$ cat src/rtl/lcd_char_responder_pkg.sv
// Shared definitions for the HD44780 character LCD responder:
// FSM encodings, init/config constants and default 50 MHz timing.
package lcd_defs;

    typedef enum logic [3:0] {
        ST_POWERON,
        ST_INIT,
        ST_INIT_WAIT,
        ST_CONFIG,
        ST_IDLE,
        ST_BYTE_HI,
        ST_GAP,
        ST_BYTE_LO,
        ST_POST_WAIT
    } lcdState_t;

    typedef enum logic [1:0] {
        PH_IDLE,
        PH_SETUP,
        PH_EN,
        PH_HOLD
    } strobePhase_t;

    localparam int CNT_W = 20;

    localparam logic [3:0] INIT_NIB_3 = 4'h3;
    localparam logic [3:0] INIT_NIB_2 = 4'h2;

    localparam int LCD_POWERON    = 750000;
    localparam int LCD_WAIT_4100US = 205000;
    localparam int LCD_WAIT_100US = 5000;
    localparam int LCD_WAIT_40US  = 2000;
    localparam int LCD_WAIT_1640US = 82000;
    localparam int LCD_SETUP      = 2;
    localparam int LCD_EN         = 12;
    localparam int LCD_HOLD       = 1;
    localparam int LCD_NIB_GAP    = 50;

    // Function set 4-bit/2-line, entry mode, display on, clear.
    function automatic logic [7:0] cfgByte(input logic [1:0] idx);
        logic [7:0] b;
        unique case (idx)
            2'd0: b = 8'h28;
            2'd1: b = 8'h06;
            2'd2: b = 8'h0C;
            2'd3: b = 8'h01;
        endcase
        return b;
    endfunction

    function automatic logic [3:0] initNibble(input logic [1:0] idx);
        return (idx == 2'd3) ? INIT_NIB_2 : INIT_NIB_3;
    endfunction

endpackage

$ cat src/rtl/lcd_char_responder_strobe.sv
// One HD44780 nibble write: setup, E pulse, hold, then oDone.
// Ports: iStart/iNibble/iRS in; registered E/RS/DB pins, oDone, oBusy out.
module lcd_nibble_strobe
    import lcd_defs::*;
#(
    parameter int P_SETUP = LCD_SETUP,
    parameter int P_EN    = LCD_EN,
    parameter int P_HOLD  = LCD_HOLD
) (
    input  logic       Clock,
    input  logic       Reset,
    input  logic       iStart,
    input  logic [3:0] iNibble,
    input  logic       iRS,
    output logic       oEnable,
    output logic       oRS,
    output logic [3:0] oData,
    output logic       oDone,
    output logic       oBusy
);

    localparam logic [CNT_W-1:0] L_SETUP = CNT_W'(P_SETUP - 1);
    localparam logic [CNT_W-1:0] L_EN    = CNT_W'(P_EN - 1);
    localparam logic [CNT_W-1:0] L_HOLD  = CNT_W'(P_HOLD - 1);

    strobePhase_t     phase;
    strobePhase_t     phaseNext;
    logic [CNT_W-1:0] cnt;
    logic             cntZero;

    assign cntZero = (cnt == '0);

    always_ff @(posedge Clock or posedge Reset) begin
        if (Reset) phase <= PH_IDLE;
        else       phase <= phaseNext;
    end

    always_comb begin
        phaseNext = phase;
        unique case (phase)
            PH_IDLE:  if (iStart)  phaseNext = PH_SETUP;
            PH_SETUP: if (cntZero) phaseNext = PH_EN;
            PH_EN:    if (cntZero) phaseNext = PH_HOLD;
            PH_HOLD:  if (cntZero) phaseNext = PH_IDLE;
        endcase
    end

    always_comb begin
        oDone = (phase == PH_HOLD) && cntZero;
        oBusy = (phase != PH_IDLE);
    end

    always_ff @(posedge Clock or posedge Reset) begin
        if (Reset) begin
            cnt <= '0;
        end else if (phaseNext != phase) begin
            unique case (phaseNext)
                PH_SETUP: cnt <= L_SETUP;
                PH_EN:    cnt <= L_EN;
                PH_HOLD:  cnt <= L_HOLD;
                default:  cnt <= '0;
            endcase
        end else if (!cntZero) begin
            cnt <= cnt - 1'b1;
        end
    end

    // Data/RS only load from idle, so DB never moves while E is high.
    always_ff @(posedge Clock or posedge Reset) begin
        if (Reset) begin
            oEnable <= 1'b0;
            oRS     <= 1'b0;
            oData   <= 4'h0;
        end else begin
            oEnable <= (phaseNext == PH_EN);
            if (phase == PH_IDLE && iStart) begin
                oData <= iNibble;
                oRS   <= iRS;
            end
        end
    end

endmodule

$ cat src/rtl/lcd_char_responder.sv
// CPU->LCD byte responder: HD44780 4-bit init/config, then one byte per handshake.
// Ports: Clock/Reset, iData/iIsCommand/iData_Ready in; oReadyForData, LCD pins out.
module lcd_char_responder
    import lcd_defs::*;
#(
    parameter int P_POWERON     = LCD_POWERON,
    parameter int P_WAIT_4100US = LCD_WAIT_4100US,
    parameter int P_WAIT_100US  = LCD_WAIT_100US,
    parameter int P_WAIT_40US   = LCD_WAIT_40US,
    parameter int P_WAIT_1640US = LCD_WAIT_1640US,
    parameter int P_SETUP       = LCD_SETUP,
    parameter int P_EN          = LCD_EN,
    parameter int P_HOLD        = LCD_HOLD,
    parameter int P_NIB_GAP     = LCD_NIB_GAP
) (
    input  logic       Clock,
    input  logic       Reset,
    input  logic [7:0] iData,
    input  logic       iIsCommand,
    input  logic       iData_Ready,
    output logic       oReadyForData,
    output logic       oLCD_Enabled,
    output logic       oLCD_RegisterSelect,
    output logic       oLCD_ReadWrite,
    output logic       oLCD_StrataFlashControl,
    output logic [3:0] oLCD_Data
);

    localparam logic [CNT_W-1:0] L_POWERON = CNT_W'(P_POWERON - 1);
    localparam logic [CNT_W-1:0] L_4100    = CNT_W'(P_WAIT_4100US - 1);
    localparam logic [CNT_W-1:0] L_100     = CNT_W'(P_WAIT_100US - 1);
    localparam logic [CNT_W-1:0] L_40      = CNT_W'(P_WAIT_40US - 1);
    localparam logic [CNT_W-1:0] L_40_CLR  =
        CNT_W'(P_WAIT_40US + P_WAIT_1640US - 1);
    // The nibble gap runs from the high nibble's E fall, so the hold
    // cycle is part of it (requires P_NIB_GAP > P_HOLD).
    localparam logic [CNT_W-1:0] L_GAP     =
        CNT_W'(P_NIB_GAP - P_HOLD - 1);

    lcdState_t        state;
    lcdState_t        stateNext;
    logic [CNT_W-1:0] cnt;
    logic             cntZero;
    logic             armed;
    logic [1:0]       initIdx;
    logic [2:0]       cfgIdx;
    logic [7:0]       byteQ;
    logic             isCmdQ;
    logic             isClear;
    logic [CNT_W-1:0] initWait;
    logic             sStart;
    logic [3:0]       sNibble;
    logic             sRS;
    logic             sDone;
    logic             sBusy;

    assign cntZero  = (cnt == '0);
    assign isClear  = isCmdQ && (byteQ == 8'h01 || byteQ == 8'h02);
    assign initWait = (initIdx == 2'd0) ? L_4100 :
                      (initIdx == 2'd1) ? L_100  : L_40;

    assign oLCD_ReadWrite          = 1'b0;
    assign oLCD_StrataFlashControl = 1'b1;

    always_ff @(posedge Clock or posedge Reset) begin
        if (Reset) state <= ST_POWERON;
        else       state <= stateNext;
    end

    always_comb begin
        stateNext = state;
        unique case (state)
            ST_POWERON:   if (armed && cntZero) stateNext = ST_INIT;
            ST_INIT:      if (sDone) stateNext = ST_INIT_WAIT;
            ST_INIT_WAIT: if (cntZero)
                              stateNext = (initIdx == 2'd3) ? ST_CONFIG : ST_INIT;
            ST_CONFIG:    stateNext = ST_BYTE_HI;
            ST_IDLE:      if (iData_Ready) stateNext = ST_BYTE_HI;
            ST_BYTE_HI:   if (sDone) stateNext = ST_GAP;
            ST_GAP:       if (cntZero) stateNext = ST_BYTE_LO;
            ST_BYTE_LO:   if (sDone) stateNext = ST_POST_WAIT;
            ST_POST_WAIT: if (cntZero)
                              stateNext = (cfgIdx == 3'd4) ? ST_IDLE : ST_CONFIG;
            default:      stateNext = ST_POWERON;
        endcase
    end

    // The low nibble is launched from the last gap cycle so that it
    // lands on the same edge the FSM enters BYTE_LO.
    always_comb begin
        sStart  = 1'b0;
        sNibble = 4'h0;
        sRS     = 1'b0;
        unique case (state)
            ST_INIT: begin
                sStart  = !sBusy;
                sNibble = initNibble(initIdx);
            end
            ST_BYTE_HI: begin
                sStart  = !sBusy;
                sNibble = byteQ[7:4];
                sRS     = !isCmdQ;
            end
            ST_GAP: begin
                sStart  = cntZero;
                sNibble = byteQ[3:0];
                sRS     = !isCmdQ;
            end
            default: ;
        endcase
    end

    always_ff @(posedge Clock or posedge Reset) begin
        if (Reset) oReadyForData <= 1'b0;
        else       oReadyForData <= (stateNext == ST_IDLE);
    end

    // armed costs one extra power-on cycle but lets the counter
    // reset to 0 and still load the power-on delay.
    always_ff @(posedge Clock or posedge Reset) begin
        if (Reset) begin
            cnt     <= '0;
            armed   <= 1'b0;
            initIdx <= 2'd0;
            cfgIdx  <= 3'd0;
            byteQ   <= 8'h00;
            isCmdQ  <= 1'b0;
        end else begin
            if (state == ST_POWERON && !armed) begin
                cnt   <= L_POWERON;
                armed <= 1'b1;
            end else if (stateNext != state) begin
                unique case (stateNext)
                    ST_INIT_WAIT: cnt <= initWait;
                    ST_GAP:       cnt <= L_GAP;
                    ST_POST_WAIT: cnt <= isClear ? L_40_CLR : L_40;
                    default:      cnt <= '0;
                endcase
            end else if (!cntZero) begin
                cnt <= cnt - 1'b1;
            end

            if (state == ST_INIT_WAIT && cntZero)
                initIdx <= initIdx + 1'b1;

            if (state == ST_CONFIG) begin
                byteQ  <= cfgByte(cfgIdx[1:0]);
                isCmdQ <= 1'b1;
                cfgIdx <= cfgIdx + 1'b1;
            end else if (state == ST_IDLE && iData_Ready) begin
                byteQ  <= iData;
                isCmdQ <= iIsCommand;
            end
        end
    end

    lcd_nibble_strobe #(
        .P_SETUP (P_SETUP),
        .P_EN    (P_EN),
        .P_HOLD  (P_HOLD)
    ) uStrobe (
        .Clock   (Clock),
        .Reset   (Reset),
        .iStart  (sStart),
        .iNibble (sNibble),
        .iRS     (sRS),
        .oEnable (oLCD_Enabled),
        .oRS     (oLCD_RegisterSelect),
        .oData   (oLCD_Data),
        .oDone   (sDone),
        .oBusy   (sBusy)
    );

endmodule

$ cat config.mk
export PLATFORM = sky130hd
export DESIGN_NAME = lcd_char_responder
export DESIGN_NICKNAME = d
export VERILOG_FILES = /design/src/rtl/lcd_char_responder_pkg.sv /design/src/rtl/lcd_char_responder_strobe.sv /design/src/rtl/lcd_char_responder.sv
export SDC_FILE = /design/constraint.sdc
export NUM_CORES = 1
export LEC_CHECK = 0
export ABC_AREA = 0
export CORE_ASPECT_RATIO = 1.1
export CORE_MARGIN = 2
export CORE_UTILIZATION = 55
export DETAILED_ROUTE_END_ITERATION = 16
export GPL_ROUTABILITY_DRIVEN = 0
export GPL_TIMING_DRIVEN = 0
export PLACE_DENSITY_LB_ADDON = 0.05
export SLEW_MARGIN = 25
export SYNTH_ARGS = -nofsm -noshare
export SYNTH_HDL_FRONTEND = slang
export SYNTH_HIERARCHICAL = 1
export SYNTH_SLANG_ARGS = --single-unit
$ cat constraint.sdc
create_clock -name Clock -period 4.6 [get_ports Clock]
set_clock_uncertainty 0.2 [all_clocks]
set_input_delay 0.92 -clock Clock [delete_from_list [all_inputs] [get_ports Clock]]
set_output_delay 0.92 -clock Clock [all_outputs]
set_load 0.02 [all_outputs]
==> flow_summary.ini <==
[sta]
slew_violations = 0
worst_slew_pin_slew_ns = 0.783
post-route-min-period_ns = 3.74
layout_setup_ws_ns = 0.857
relSlewSlack_pct = 47.6
fmax_mhz = 267
setup_viol = 0
hold_violations = 0
setup_tns_ns = 0
rsz0062_at_grt = false
final.period_utilization_pct = 81.4

[power_and_ir_drop]
p_clk_share_pct = 47.7
p_seq_share_pct = 50.0
p_leak_nw = 2.04
p_int_uw = 946
finalPower_mw = 1.20
p_sw_share_pct = 20.8
peakVddDrop_uv = 177
p_sw_uw = 249
combPwrFrac_pct = 2.3
powerDensity_nw_per_um2 = 254

[finish]
post_layout_nonfiller_instances = 574
drive_above_1_share_pct = 11.3
mostFrequentLayoutCells = 68 x dfrtp_1, 51 x nor2_1, 35 x nand2_1
num-fill-cells = 626
layout.nets = 507
syn_to_final_growth_pct = 13.5
final_common_cell = dfrtp_1
finish.utilization_pct = 63.7
antenna_cells = 0

[cts]
clock_path_buffers = 2
cts_buffers = 9
cts.htree.levels = 3
clk_latency_ns = 0.34
post-cts-setup-buffers = 0
root_buffer = clkbuf_8
path_clk_slew_ns = 0.07
cts_tree = yes
cts_resized = 0
hold_buffers = 0
clock-sinks = 68

[routing]
via_count = 3434
via_per_inst = 5.98
post-route-drc-count = 0
dr.pass1.iters = 5
drtIter0Drc = 176
final_antenna_net_count = 0
routed_wl_um = 9460
wl_per_cell_um = 16.5

[critical_path]
cp_slowest_cell = or4_1
required_ns = 4.62
crit_type = reg -> reg
worstReg2RegEnd = uStrobe/cnt[0]$_DFFE_PP0P_
critPathBufInv = 1
r2r_slack_ns = 0.86
max_stage_delay_ns = 0.51
startpoint_type = flip-flop
crit_top_cell = nor2_1
cp_top_family = simple AND/OR/NAND/NOR gates
reg2reg_depth = 13
r2r-start = cnt[0]$_DFFE_PP0P_
crit_chain = inv_1, ha_1, nor3b_2, nand2_1, nor2_1, a32oi_1, nor2_1, nor2_1, a21oi_1, o21ai_0, ha_1, a21oi_1, or4_1
end_kind = flip-flop
arrival_ns = 3.76
path_max_fanout = 5

[synthesis]
synthTopCellsByArea = dfrtp_1 41%, xnor2_1 4.6%, nor2_1 4.6%
syn_nets = 477
synth_edf_count = 0
synth_ff_type = dfrtp_1
yosys.cell_types.count = 67
async_flop_share_pct = 100
synthesis.area_um2 = 4150
synth_top_area_share_pct = 41.0
syn_area_per_cell_um2 = 9.18
yosys.area.top_type = dfrtp_1
ys_ff_latch = 68
synthCells = 452
seq_area_frac_synth_pct = 41.0
synth_warnings = 6

[global_routing]
grt_usage_pct = 23.9
grt_start_max_net_pins = 29
grt_pass1_wl_um = 15400
gr-total-overflow = 0
grt_pass1_vias = 3202
antenna_found_initial = 0

[floorplanning]
initial_core_util_pct = 56.2
die-area_um2 = 8260
rows = 33
io-pin-count = 21
core_um2 = 7390
die_y_um = 95.1
fp.dieW_um = 86.8

[status]
outcome = finished, final reports clean

[min_path]
worstHoldStart = cfgIdx[2]$_DFFE_PP0P_
worst_hold_path.endpoint = cfgIdx[2]$_DFFE_PP0P_
hp-class = reg -> reg
whs_path_depth = 1

[placement]
io_buffer_count = 18
numPlacedInstances = 558
pre_cts_ws_ns = 0.915
hpwl_um = 7010

[flow_run]
cap_violations = 0
## worst register-to-register path, cell delays in order (launching register included)
cell and delay [ns]:
dfrtp_1 0.41, inv_1 0.12, ha_1 0.21, nor3b_2 0.36, nand2_1 0.12, nor2_1 0.41
a32oi_1 0.17, nor2_1 0.38, nor2_1 0.10, a21oi_1 0.18, o21ai_0 0.11, ha_1 0.31
a21oi_1 0.04, or4_1 0.51
## metal layers
metal / up-vias / global-route usage (%) / share of wire (%)
li1: 1691 / - / -
met1: 1657 / 31.2 / 45
met2: 76 / 40.3 / 50
met3: 10 / 3.38 / 3.8
met4: 0 / 8.98 / 1.2
met5: - / 0 / 0
## cells in the mapped netlist (all sizes together) (5+ instances only)
library cell and n:
dfrtp 68, nor2 51, nand2 35, a21oi 25, o21ai 24, xnor2 22
nor3 21, inv 18, nor4 18, nand3 14, ha 13, buf 10
clkbuf 9, mux2i 9, xor2 9, or3 8, a31oi 7, nor2b 7
a211oi 6, mux2 6, nor4b 6, nand2b 5, nand4 5, o211ai 5
## power by group through the flow
| stage | registers [mW] | logic, mW | clock network, mW |
|---|---|---|---|
| 3_5_place_dp | 0.609 | 0.0287 | 0 |
| 3_3_place_gp | 0.609 | 0.0252 | 0 |
| 4_1_cts | 0.597 | 0.0286 | 0.585 |
| 2_1_floorplan | 0.609 | 0.0117 | 0 |
| 5_1_grt | 0.597 | 0.0308 | 0.609 |
| 6_report | 0.597 | 0.0275 | 0.570 |
## state kept, by name, summed over array words and instances, names as in the netlist, 2 cells and up
name / flops
cnt: 20
byteQ: 8
cfgIdx: 3
state: 4
uStrobe/cnt: 20
uStrobe/phase: 2
initIdx: 2
uStrobe/oData: 4
## worst max path at each step
stage | startpoint | to | cells past startpoint
finish | cnt[0]$_DFFE_PP0P_ | uStrobe/cnt[0]$_DFFE_PP0P_ | 13
CTS | cnt[0]$_DFFE_PP0P_ | uStrobe/cnt[0]$_DFFE_PP0P_ | 13
global placement | cnt[0]$_DFFE_PP0P_ | uStrobe/cnt[0]$_DFFE_PP0P_ | 13
floorplan | cnt[0]$_DFFE_PP0P_ | uStrobe/cnt[0]$_DFFE_PP0P_ | 13
detailed placement | cnt[0]$_DFFE_PP0P_ | uStrobe/cnt[0]$_DFFE_PP0P_ | 13
global route | cnt[0]$_DFFE_PP0P_ | uStrobe/cnt[0]$_DFFE_PP0P_ | 13
## area by class of cell
type / count / area, um^2 / share of cell area [%]
Multi-Input combinational cell: 347 / 2280 / 48.4
Sequential cell: 68 / 1700 / 36.1
Clock buffer: 11 / 151 / 3.21
Buffer: 19 / 110 / 2.34
Inverter: 18 / 67.6 / 1.43
Timing Repair Buffer: 19 / 208 / 4.41
Tap cell: 87 / 109 / 2.31
Clock inverter: 5 / 82.6 / 1.75
## cell families after synthesis
| group | synth area share, % |
|---|---|
| AO/OA/AOI/OAI | 15.4 |
| XOR/XNOR | 6.54 |
| adder cells (fa/ha/maj) | 3.92 |
| buffers and inverters | 4.28 |
| flip-flops | 41.0 |
| multiplexers | 3.80 |
| other | 0.181 |
| AND/OR/NAND/NOR | 24.9 |
## metrics by stage
stage / hold WS (ns) / cell area (um^2)
detailed placement: 0.265 / 4470
finish: 0.275 / 4710
global placement: 0.263 / 4440
CTS: 0.279 / 4700
global route: 0.307 / 4710
floorplan: 0.245 / 4150
(Power assumes the default switching activity.)
